==> config.mk <==
export PLATFORM = sky130hd
export DESIGN_NAME = mem_arb
export DESIGN_NICKNAME = d
export VERILOG_FILES = /design/src/rtl/sisc_pkg.sv /design/src/rtl/mem_arb.sv
export SDC_FILE = /design/constraint.sdc
export NUM_CORES = 1
export LEC_CHECK = 0
export ABC_AREA = 1
export CORE_AREA = 2 2 85 87
export DETAILED_ROUTE_END_ITERATION = 8
export DIE_AREA = 0 0 87 89
export PLACE_DENSITY = 0.74
export SYNTH_ARGS = -nofsm -noshare
export SYNTH_HDL_FRONTEND = slang
export SYNTH_SLANG_ARGS = --single-unit
export TNS_END_PERCENT = 100
==> constraint.sdc <==
create_clock -name clk -period 2.6 [get_ports clk]
set_clock_uncertainty 0.15 [all_clocks]
set_input_delay 0.52 -clock clk [delete_from_list [all_inputs] [get_ports clk]]
set_output_delay 0.52 -clock clk [all_outputs]
set_load 0.01 [all_outputs]
==> src/rtl/sisc_pkg.sv <==
`default_nettype none
// ============================================================================
// Module      : sisc_pkg
// Description : Shared types and defaults for the memory arbiter: FSM state
//               encoding, port-owner encoding and default bus widths.
// Revision    : 1.0 - initial release
// ============================================================================
package sisc_pkg;

    localparam int c_ADDR_W = 16;
    localparam int c_DATA_W = 32;

    localparam logic c_OWNER_IF = 1'b0;
    localparam logic c_OWNER_DM = 1'b1;

    typedef enum logic [1:0] {
        ST_IDLE  = 2'd0,
        ST_ISSUE = 2'd1,
        ST_WAIT  = 2'd2,
        ST_DONE  = 2'd3
    } state_t;

endpackage
`default_nettype wire

==> src/rtl/mem_arb.sv <==
`default_nettype none
// ============================================================================
// Module      : mem_arb
// Description : Arbitrates instruction-fetch and data-memory requests onto one
//               single-port memory with fixed read latency MEM_LAT (1..7).
//               Define MEM_ARB_FAIRNESS_EN for round-robin arbitration;
//               otherwise the data port has fixed priority.
// Revision    : 1.0 - initial release
// ============================================================================
module mem_arb #(
    parameter int MEM_LAT = 1,
    parameter int ADDR_W  = sisc_pkg::c_ADDR_W,
    parameter int DATA_W  = sisc_pkg::c_DATA_W
) (
    input  logic              clk,
    input  logic              rst,
    input  logic              if_req,
    input  logic [ADDR_W-1:0] if_addr,
    output logic [DATA_W-1:0] if_rdata,
    output logic              if_done,
    input  logic              dm_req,
    input  logic              dm_we,
    input  logic [ADDR_W-1:0] dm_addr,
    input  logic [DATA_W-1:0] dm_wdata,
    output logic [DATA_W-1:0] dm_rdata,
    output logic              dm_done,
    output logic              mem_en,
    output logic              mem_we,
    output logic [ADDR_W-1:0] mem_addr,
    output logic [DATA_W-1:0] mem_wdata,
    input  logic [DATA_W-1:0] mem_rdata,
    output logic              busy
);
    import sisc_pkg::*;

    localparam logic [2:0] c_LAT_M1 = 3'(MEM_LAT - 1);

    state_t     r_state;
    state_t     w_state_nxt;
    logic       r_owner;
    logic [2:0] r_cnt;
    logic       r_we;
    logic       w_any_req;
    logic       w_grant_dm;
    logic       w_issue;
    logic       w_done;
    logic       w_owner_dm;

    assign w_any_req = if_req | dm_req;

`ifdef MEM_ARB_FAIRNESS_EN
    // Last-granted port; a tie goes to the other one.
    logic r_last;

    always_comb begin
        w_grant_dm = dm_req;
        if (if_req && dm_req) begin
            w_grant_dm = (r_last == c_OWNER_IF);
        end
    end

    always_ff @(posedge clk) begin
        if (rst) begin
            r_last <= c_OWNER_IF;
        end else if (r_state == ST_IDLE && w_any_req) begin
            r_last <= w_grant_dm ? c_OWNER_DM : c_OWNER_IF;
        end
    end
`else
    assign w_grant_dm = dm_req;
`endif

    always_ff @(posedge clk) begin
        if (rst) begin
            r_state <= ST_IDLE;
            r_owner <= c_OWNER_IF;
            r_cnt   <= 3'd0;
            r_we    <= 1'b0;
        end else begin
            r_state <= w_state_nxt;
            case (r_state)
                ST_IDLE: begin
                    if (w_any_req) begin
                        r_owner <= w_grant_dm ? c_OWNER_DM : c_OWNER_IF;
                    end
                end
                ST_ISSUE: begin
                    r_cnt <= c_LAT_M1;
                    r_we  <= mem_we;
                end
                ST_WAIT: begin
                    r_cnt <= r_cnt - 3'd1;
                end
                default: ;
            endcase
        end
    end

    always_comb begin
        w_state_nxt = r_state;
        case (r_state)
            ST_IDLE:  if (w_any_req) w_state_nxt = ST_ISSUE;
            ST_ISSUE: w_state_nxt = (MEM_LAT > 1) ? ST_WAIT : ST_DONE;
            // The counter still holds 1 in the last wait cycle.
            ST_WAIT:  if (r_cnt <= 3'd1) w_state_nxt = ST_DONE;
            ST_DONE:  w_state_nxt = ST_IDLE;
            default:  w_state_nxt = ST_IDLE;
        endcase
    end

    assign w_issue    = (r_state == ST_ISSUE);
    assign w_done     = (r_state == ST_DONE);
    assign w_owner_dm = (r_owner == c_OWNER_DM);

    // Address and data reach the memory only during ISSUE.
    assign mem_en    = w_issue;
    assign mem_we    = w_issue & w_owner_dm & dm_we;
    assign mem_addr  = w_issue ? (w_owner_dm ? dm_addr : if_addr) : '0;
    assign mem_wdata = (w_issue & w_owner_dm) ? dm_wdata : '0;

    assign if_done  = w_done & ~w_owner_dm;
    assign dm_done  = w_done & w_owner_dm;
    assign if_rdata = if_done ? mem_rdata : '0;
    assign dm_rdata = (dm_done & ~r_we) ? mem_rdata : '0;
    assign busy     = (r_state != ST_IDLE);

endmodule
`default_nettype wire

==> reports/metrics.cfg, run 1 <==
[synth]
synthArstFlopShare_pct=0
ys_top_cells_by_area=nor2_1 (29%), inv_1 (20%), nor2_2 (14%)
netlist_area_mm2=0.001388
ys_ff_latch=7
yosysTopAreaCell=nor2_1
synthCells=280
yosys.area.top_type_share_pct=28.94
syn-num-nets=387
ys_top_cells_by_count=nor2_1 (107), inv_1 (75), nor2_2 (30)
synth_flop_cell=dfxtp_1
yosysWarningCount=0
synth-edff-count=0
postSynthAreaPerCell_um2=4.956
yosysMostFrequentCell=nor2_1
synthDistinctLibCells=21
synth_seq_area_share_pct=10.10

[critical_path]
r2r-end=r_we
cp-start-kind=register
arrival_ps=1830
reg2reg_slack_ps=1010
cp_max_fo=21
rr_startpoint=r_state[1]
rr_worst_depth=7
endpoint_kind=output pin
cp_data_required_time_ps=1930
critPathKind=register to output pin

[clock_tree]
htree_levels=1
path_clk_slew_ps=40
clk_latency_ps=230
cts.hold.buffers_added=0
cts_buffers=3
cts_setup_buffers=0
cts_root_buf=clkbuf_8
cts_tree=yes
cts.repair.resized=3
cts_buffer_depth=2
cts_sinks=7

[finish]
fin_area_mm2=0.003721
fin_nets=603
antennaDiodeCount=0
postLayoutCoreUtil_pct=55.38
syn_to_final_growth_pct=168.2
drive_above_1_share_pct=10.10
n_fill_cell=631
multi_input_area_um2=887.1
seq_area_um2=143.9

[detailed_routing]
dr.pass1.iters=4
drcViolationCount=0
post_drt_wl_per_cell_um=11.54
wl_um=6634
drtIter0Drc=78
vias=2321
viasPerCell=4.037
postRouteAntennaNets=0

[die]
coreArea_mm2=0.006719
io_pins=218
die_h_um=89
die_w_um=87
start_util_pct=20.65
dieArea_mm2=0.007743
rows=30

[power_and_ir_drop]
leakage_uw=0.001757
vdd_drop_max_mv=0.3171
powerDensity_mw_per_mm2=417.1

[global_routing]
grt_pass1_vias=2151
grt_max_degree=34
grtUsageTotal_pct=15.71
antenna_found_initial=0
grt_pass1_wl_um=9922
grt_overflow=0

[sta]
drv_slew=0
relSlewSlack_pct=76.74
fin_tns_setup_ps=0
grt_setup_unrepaired=false
tightest_slew_ps=345.2
setup_viol=0
min_period_ps=2501
fmax_mhz=399.9
hold_viol=0
setup_slack_ps=99.27
finalCritPeriodShare_pct=96.18

[placed_design]
place.gp.congestion=0.7698
portBuffers=217
postPlaceCellArea_mm2=0.003641
hpwl_um=5671
post-place-ws_ps=181.9

[hold_path]
hold_end=r_cnt[1]
hold_depth=2
hold_class=register to register
hold_start=r_cnt[1]

[outcome]
status=complete, no violations

[job]
cap_violations=0

==> sequential cells by signal, summed over array words and instances (netlist names) <==
name,count
r_state,2
r_we,1
r_owner,1
r_cnt,3
==> cells by family (layout without fill, tap and decap cells) <==
group                    after synthesis  in the layout  share of synthesized area [%]
AO/OA/AOI/OAI                         24             24                          9.018
XOR/XNOR                               1              1                         0.6313
adder cells (fa/ha/maj)                6              6                          5.410
buffers and inverters                 90            305                          27.05
flip-flops                             7              7                          10.10
AND/OR/NAND/NOR                      152            152                          47.79
==> final cells by class <==
class,instances,share of cell area [%]
Inverter,77,7.835
Tap cell,80,2.690
Clock buffer,4,1.210
Sequential cell,7,3.867
Timing Repair Buffer,224,60.56
Multi-Input combinational cell,183,23.84
==> per-layer routing <==
layer  track usage [%]  part of all wire [%]
met2             30.67                    53
met1             16.87                    37
met4             4.119                   1.3
met3             3.601                   9.6
met5                 0                     0
==> critical path, stage by stage, from the launching register on <==
cell and delay (ps):
dfxtp_2 370, ha_4 160, nand2_2 50, inv_2 70
nand2_4 100, buf_12 190, nor2_2 100, clkdlybuf4s50_1 540
==> power by group <==
group	total, µW	internal [µW]	switching, µW	leakage, µW
logic	1200	648	554	0.00168
registers	194	150	44.6	0.0000585
clock network	156	106	49.5	0.0000228
==> cell usage in the layout (no fill, tap or decap), types with 2 or more instances in the layout <==
cell type        instances
a21oi_1                  4
buf_4                    3
buf_6                    3
clkbuf_8                 3
clkdlybuf4s50_1        215
dfxtp_1                  4
dfxtp_2                  3
dlymetal6s2s_1           2
ha_1                     5
inv_1                   75
nand2_1                  8
nand2_2                  2
nand3_1                  3
nor2_1                 106
nor2_2                  31
o21ai_0                 18
==> how the worst max path moves through the flow <==
| stage | startpoint | cells after the start | end |
|---|---|---|---|
| 6_report | r_state[1] | 7 | dm_rdata[20] |
| 5_1_grt | r_state[0] | 7 | dm_rdata[27] |
| 4_1_cts | r_state[0] | 7 | dm_rdata[20] |
| 3_5_place_dp | mem_rdata[0] | 4 | dm_rdata[0] |
| 3_3_place_gp | mem_rdata[0] | 4 | dm_rdata[0] |
| 2_1_floorplan | r_state[1] | 5 | mem_addr[10] |
==> through the flow <==
| step | total power, µW | instances | hold slack (ps) |
|---|---|---|---|
| 2_1_floorplan | 734.6 | 280 | 325.1 |
| 3_3_place_gp | 1361 | 571 | 339.2 |
| 3_5_place_dp | 1382 | 571 | 358.5 |
| 4_1_cts | 1558 | 575 | 364.1 |
| 5_1_grt | 1694 | 575 | 370.0 |
| 6_report | 1552 | 575 | 362.0 |
Power figures use the tool's default switching activity.
==> run 2, diff against run 1 <==
- CTS_CLUSTER_SIZE: default -> 24
==> results of run 2 <==
Same layout as run 1: the final DEF is identical, and so are final timing and power.
==> run 3, diff against run 2 <==
- HOLD_SLACK_MARGIN: default -> 0.1
==> results of run 3 <==
Same layout as run 1: the final DEF is identical, and so are final timing and power.
